[src/rtl/serial_adder_ctrl.sv]
// Initiator-side controller for a bit-serial adder: takes parallel operands, streams them LSB-first
// with load framing, and reassembles the returned serial sum and final carry into a parallel result.
module serial_adder_ctrl #(
    parameter int unsigned N   = 4,
    parameter int unsigned LAT = 1
) (
    input  logic         clk,
    input  logic         rst,
    input  logic [N-1:0] a_in,
    input  logic [N-1:0] b_in,
    input  logic         in_valid,
    output logic         in_ready,
    output logic         si_1,
    output logic         si_2,
    output logic         load,
    input  logic         sum_in,
    input  logic         cy_in,
    output logic [N-1:0] result,
    output logic         carry,
    output logic         out_valid,
    input  logic         out_ready,
    output logic         busy
);

    localparam int unsigned CW = $clog2(N);

    typedef enum logic [1:0] {
        StIdle,
        StShift,
        StDrain,
        StDone
    } state_e;

    state_e         r_state;
    state_e         w_state_next;
    logic [N-1:0]   r_op_a;
    logic [N-1:0]   r_op_b;
    logic [CW-1:0]  r_bit_cnt;
    logic [CW-1:0]  r_cap_cnt;
    logic [LAT-1:0] r_cap_pipe;
    logic [N-1:0]   r_result;
    logic           r_carry;
    logic           r_cool;

    logic w_in_ready;
    logic w_accept;
    logic w_load;
    logic w_cap_en;
    logic w_last_bit;
    logic w_last_cap;
    logic w_release;

    // r_cool holds off in_ready for one cycle after a result is consumed.
    assign w_in_ready = (r_state == StIdle) && !r_cool;
    assign w_accept   = in_valid && w_in_ready;
    assign w_load     = (r_state == StShift);
    assign w_cap_en   = r_cap_pipe[LAT-1];
    assign w_last_bit = (r_bit_cnt == CW'(N - 1));
    assign w_last_cap = w_cap_en && (r_cap_cnt == CW'(N - 1));
    assign w_release  = (r_state == StDone) && out_ready;

    always_ff @(posedge clk or posedge rst) begin
        if (rst) begin
            r_state <= StIdle;
        end else begin
            r_state <= w_state_next;
        end
    end

    always_comb begin
        w_state_next = r_state;
        unique case (r_state)
            StIdle: begin
                if (w_accept) begin
                    w_state_next = StShift;
                end
            end
            StShift: begin
                if (w_last_bit) begin
                    w_state_next = StDrain;
                end
            end
            StDrain: begin
                if (w_last_cap) begin
                    w_state_next = StDone;
                end
            end
            StDone: begin
                if (out_ready) begin
                    w_state_next = StIdle;
                end
            end
            default: w_state_next = StIdle;
        endcase
    end

    always_ff @(posedge clk or posedge rst) begin
        if (rst) begin
            r_op_a    <= '0;
            r_op_b    <= '0;
            r_bit_cnt <= '0;
            r_cool    <= 1'b0;
        end else begin
            r_cool <= w_release;
            if (w_accept) begin
                r_op_a    <= a_in;
                r_op_b    <= b_in;
                r_bit_cnt <= '0;
            end else if (w_load) begin
                r_op_a    <= r_op_a >> 1;
                r_op_b    <= r_op_b >> 1;
                r_bit_cnt <= r_bit_cnt + CW'(1);
            end
        end
    end

    // Capture window trails load by the peer's latency.
    always_ff @(posedge clk or posedge rst) begin
        if (rst) begin
            r_cap_pipe <= '0;
        end else begin
            r_cap_pipe[0] <= w_load;
            for (int i = 1; i < LAT; i++) begin
                r_cap_pipe[i] <= r_cap_pipe[i-1];
            end
        end
    end

    always_ff @(posedge clk or posedge rst) begin
        if (rst) begin
            r_result  <= '0;
            r_carry   <= 1'b0;
            r_cap_cnt <= '0;
        end else if (w_accept) begin
            r_result  <= '0;
            r_carry   <= 1'b0;
            r_cap_cnt <= '0;
        end else if (w_cap_en) begin
            r_result  <= {sum_in, r_result[N-1:1]};
            r_cap_cnt <= r_cap_cnt + CW'(1);
            if (w_last_cap) begin
                r_carry <= cy_in;
            end
        end
    end

    assign in_ready  = w_in_ready;
    assign load      = w_load;
    assign si_1      = w_load & r_op_a[0];
    assign si_2      = w_load & r_op_b[0];
    assign result    = r_result;
    assign carry     = r_carry;
    assign out_valid = (r_state == StDone);
    assign busy      = (r_state != StIdle);

endmodule

[config.mk]
export PLATFORM = sky130hd
export DESIGN_NAME = serial_adder_ctrl
export DESIGN_NICKNAME = d
export VERILOG_FILES = /design/src/rtl/serial_adder_ctrl.sv
export SDC_FILE = /design/constraint.sdc
export NUM_CORES = 1
export LEC_CHECK = 0
export ABC_AREA = 0
export CAP_MARGIN = 20
export CORE_ASPECT_RATIO = 0.9
export CORE_MARGIN = 2
export CORE_UTILIZATION = 60
export CTS_CLUSTER_DIAMETER = 120
export CTS_CLUSTER_SIZE = 20
export DETAILED_ROUTE_END_ITERATION = 10
export DONT_BUFFER_PORTS = 1
export HOLD_SLACK_MARGIN = 0.06
export PLACE_DENSITY = 0.73
export SLEW_MARGIN = 10
export SYNTH_ARGS = -nofsm -noshare
export SYNTH_HDL_FRONTEND = slang
export SYNTH_SLANG_ARGS = --single-unit
[constraint.sdc]
create_clock -name clk -period 2.2 [get_ports clk]
set_input_delay 0 -clock clk [delete_from_list [all_inputs] [get_ports clk]]
set_output_delay 0 -clock clk [all_outputs]
set_load 0.03 [all_outputs]
==> Word-level counts from Yosys, hierarchy flattened <==
Index checks and enable logic that the tools add are counted.
{ "word_totals": {"out_inout_bits": 11, "wordCells": 52, "in_bits": 14, "ff_bits": 21} }
{ "classes": {"n_bitwise": 2, "n_eq_ne": 9, "reduce_logical": 12, "n_mux": 18, "addsub": 2} }
{ "op_table": {"columns": ["cell", "n"], "rows": [
  ["4-bit two-way mux", 6],
  ["2-bit two-way mux", 8],
  ["2-bit equality test, second input constant", 4],
  ["2-bit case mux with 4 select lines", 1],
  ["2-bit nonzero test", 4],
  ["2-bit by 1-bit adder with 2-bit output, second input constant", 2],
  ["1-bit logical AND", 4],
  ["2-bit by 1-bit != test with 1-bit output, second input constant", 2],
  ["2-bit != test, second input constant", 2],
  ["4-bit AND reduction", 1],
  ["1-bit two-way mux", 3],
  ["1-bit bitwise AND", 2],
  ["2-bit by 1-bit equality test with 1-bit output, second input constant", 1],
  ["2-bit logical NOT", 1],
  ["2-bit AND reduction", 1],
  ["1-bit logical NOT", 1]
]} }

==> Logic depth before layout (Yosys ltp) <==
{ "logic_depth": {"ltp_word": 5, "ltp_mapped": 7, "ltp_nobuf": 5} }

==> Worst setup path before layout <==
No wires, ideal clock.
{ "synth_path": {"path_type": "reg2reg", "startpoint": "register r_state[0]", "endpoint": "register r_state[1]", "path_buffers": 0, "stages_incl_launch_ff": 6, "t_required_ps": 2073, "arrival_time_ps": 1631, "synth_period_minus_slack_ps": 1758, "path_slack_ps": 442, "setup_time_ps": 127, "cell_sequence": "dfrtp_1 > inv_1 > ha_1 > nand3b_1 > a2111oi_2 > mux2_1"} }
{ "synth_via": {"elab_chain_len": 5, "elab_cells_between_ends": 12, "classes_between": "7 x eq/ne; 1 x mux; 4 x reduce/logical"} }
{ "synth_rtl": {"columns": ["item", "line", "source"], "rows": [
  ["from (decl)", "34", "state_e r_state;"],
  ["from (signal assigned)", "64", "r_state <= StIdle;"],
  ["from (signal assigned)", "66", "r_state <= w_state_next;"],
  ["2-bit logical NOT", "54, 72", null],
  ["1-bit logical AND", "54", "assign w_in_ready = (r_state == StIdle) && !r_cool;"],
  ["1-bit logical AND", "55", "assign w_accept = in_valid && w_in_ready;"],
  ["2-bit != test (no source line)", null, null],
  ["4-bit AND reduction (no source line)", null, null]
]} }
Several ways; a longest one is shown, not always the timed one.
A chain may end at the register's enable or synchronous reset.

==> Worst setup path in the final report <==
{ "layout_path": {"startpoint": "register r_state[0]", "endpoint": "register r_op_b[3]"} }
{ "layout_via": {"elab_chain_len": 4, "elab_cells_between_ends": 6, "classes_between": "1 x eq/ne; 1 x mux; 4 x reduce/logical"} }
{ "layout_rtl": {"columns": ["item", "line", "source"], "rows": [
  ["2-bit logical NOT", "54", null],
  ["1-bit logical AND", "54", null],
  ["1-bit logical AND", "55", null],
  ["4-bit two-way mux / 2-bit nonzero test (equally long branches)", null, null],
  ["to (signal assigned)", "107", "r_op_b <= b_in;"],
  ["to (signal assigned)", "111", "r_op_b <= r_op_b >> 1;"],
  ["to (decl)", "37", "logic [N-1:0] r_op_b;"]
]} }
Several ways; a longest one is shown, not always the timed one.

==> key figures <==
Pwr
  • LEAKAGE: 0.582 nW
  • Power density cells: 1430 nW/um^2
  • VDD IR-drop max: 0.943 mV

Timing
  • Max_slew headroom: 0.499
  • RSZ-0062 raised after global routing: no
  • Final setup viols: 0
  • Worst-Margin Slew: 750 ps
  • Fin crit period: 1970 ps
  • Hold Slack: 87.1 ps
  • Fin crit share: 0.895
  • Fin. Hold Viols: 0
  • Max frequency: 508 MHz
  • Fin Setup TNS: 0 ps
  • Setup Skew: 1.26 ps
  • Final-report max-slew violation count: 0

Layout
  • Most common cell after layout, fill and taps aside: dfrtp_1
  • Share of cells above drive strength 1: 0.0909
  • Nets: 132
  • Reg area: 526 um^2
  • # diodes: 0
  • Area growth syn-to-layout: 19.3%
  • Final Core Density: 0.750
  • Post-Layout Cell Count: 134
  • Fillers: 115
  • Commonest non-fill, non-tap cells in the layout: dfrtp_1, dlygate4sd3_1, mux2i_1, nand2_1, nor2_1
  • Area of the multi-input gates: 460 um^2

Worst setup path
  • WS Path Type: register to register
  • Crit path buffers/inverters: 3
  • Startpoint Class: register
  • Slowest stage delay, CP: 550 ps
  • Crit Path Max Fanout: 23
  • CP top delay family: buffers and inverters
  • Sequence of cells on the critical path: inv_1 -> ha_1 -> and3b_1 -> buf_4 -> nand2_1 -> nand2_1 -> dlygate4sd3_1
  • Most frequent CP cell: nand2_1
  • Slowest CP cell: dlygate4sd3_1
  • Critical path data required time: 2440 ps
  • Crit path DAT: 2210 ps
  • Worst setup EP type: register

Placed design
  • Placer's final routability congestion estimate: 0.725
  • Buffers on Ports: 0
  • Post-Place Cells: 116
  • DPL Wire Length: 1.22 mm

Die
  • Die X: 47.5 um
  • Core box area: 1630 um^2
  • Initial Utilization: 0.628
  • Io pins: 25
  • Die outline height: 43.2 um
  • FP Rows: 14
  • Die ar.: 2050 um^2

Run
  • Max-cap violation count: 0

Worst hold path
  • Hold WC Path Type: input port to register

CTS
  • Max Buffers Root-to-Sink: 2
  • Worst skew pair latency: 300 ps
  • TritonCTS Buffers: 3
  • TritonCTS clock tree: yes
  • # H-tree levels: 1
  • Post-CTS sizing: 0
  • Clock slew seen by the registers of the worst setup and hold paths: 110 ps
  • Clock Sinks: 21
  • Post CTS Setup Buffer Count: 0
  • CTS root buffer: clkbuf_4

Routing
  • Routed Antenna Nets: 0
  • Number of DRC markers in iteration 0: 18
  • Routed WL: 1.84 mm
  • DR WL/cell: 13.8 um
  • DR vias/cell: 5.25
  • Detailed Routing Iterations Pass 1: 4
  • DR vias: 703
  • Residual DRC: 0

Outcome
  • Outcome: finished, final reports clean

Synthesis
  • Top post-synthesis cells by area: dfrtp_1, mux2i_1, ha_1, nand2_1, nor2_1
  • Synth Area in Adders: 0.0856
  • Syn_nets: 115
  • Synth Area in Compound Gates: 0.0599
  • Post-synthesis cell type count: 21
  • Area leader, netlist: dfrtp_1
  • Yosys warnings: 0
  • Synth Area per Inst: 10.9 um^2
  • #FFs+latches synth: 21
  • Area share of the largest cell type after synthesis: 0.513
  • Mux cell area share after synthesis: 0.138
  • Cells after Synth: 94
  • Register area share after synthesis: 0.513
  • Synth Cell Area: 1020 um^2
  • Main combinational cell family by area after synthesis: simple AND/OR/NAND/NOR gates
  • Post-synthesis simple-gate area fraction: 0.149
  • Post-Synth XOR/XNOR Area: 0.0171

GRT
  • Largest net degree at the start of global routing: 24
  • Number of global-route vias before repair: 729
  • Gr ovfl total: 0
  • Total global-route track usage: 0.212
  • Initial antenna violation count: 0
  • Global-route wire length before repair: 3.03 mm
[worst reg2reg max path: stages, from the launching register on]
cell and delay (ps):
dfrtp_1 420, inv_1 130, ha_1 240, and3b_1 180, buf_4 260, nand2_1 90
nand2_1 60, dlygate4sd3_1 550
[power breakdown]
group | switching (W) | total, W | internal [W]
Sequential | 0.000187 | 0.000743 | 0.000555
Combinational | 0.000463 | 0.000817 | 0.000354
Clock | 0.000115 | 0.000183 | 0.0000677
[cell type report]
class	count	share of cell area
tap	24	0.0246
inverter	4	0.0123
sequential	21	0.430
clock buffer	3	0.0184
clock inverter	1	0.00410
multi-input combinational	64	0.377
timing repair buffer	17	0.133
[cell families (layout without fill, tap and decap cells)]
group,after synthesis,in the layout
mux,14,14
simple gates,32,32
buf+inv,9,25
fa+ha+maj,7,7
compound gates,9,9
flops,21,21
xor+xnor,2,2
[through the flow]
stage / total power [W] / setup slack, ps / cell area, um^2
after floorplan: 0.00139 / 442 / 1020
after global placement: 0.00149 / 350 / 1050
after detailed placement: 0.00153 / 277 / 1050
after CTS: 0.00175 / 262 / 1220
after global routing: 0.00188 / 122 / 1220
final: 0.00174 / 231 / 1220
[what timing repair did]
item | in CTS | in global routing
hold buffers | 14 | 0
endpoints found under the hold margin | 33 | 0
endpoints found under the setup margin | 0 | 0
[metal layers]
| metal | GRT usage | share of wire | vias up |
|---|---|---|---|
| met5 | 0 | 0 | - |
| met4 | 0.0973 | 0.0049 | 0 |
| met3 | 0.0255 | 0.030 | 2 |
| met2 | 0.354 | 0.52 | 15 |
| met1 | 0.262 | 0.44 | 344 |
| li1 | - | - | 342 |
[state kept, by name, indices dropped and copies added (netlist names)]
register / flops
r_state: 2
r_cool: 1
carry: 1
r_cap_pipe: 1
r_cap_cnt: 2
r_op_b: 4
r_op_a: 4
r_bit_cnt: 2
result: 4
[cells in the mapped netlist, drive strengths merged]
cell type,n
nand3b,3
a21boi,1
inv,4
ha,7
xnor2,2
and3b,1
and2,3
mux2i,13
dfrtp,21
o21ai,6
a21oi,1
buf,2
nand2,12
clkbuf,3
nand3,1
nor2b,2
a2111oi,1
mux2,1
nor2,10
[path summary, 6_finish.rpt]
check	startpoint	to	slack, ps	cells after the start
max in group asynchronous	rst	result[0]	1480	2
max	r_state[0]	r_op_b[3]	230	7
max reg2reg	r_state[0]	r_op_b[3]	230	7
min reg2reg	r_cap_cnt[1]	r_cap_cnt[1]	550	2
min in group asynchronous	rst	r_op_b[0]	260	2
min	in_valid	r_state[0]	90	3
Power figures use the tool's default switching activity.
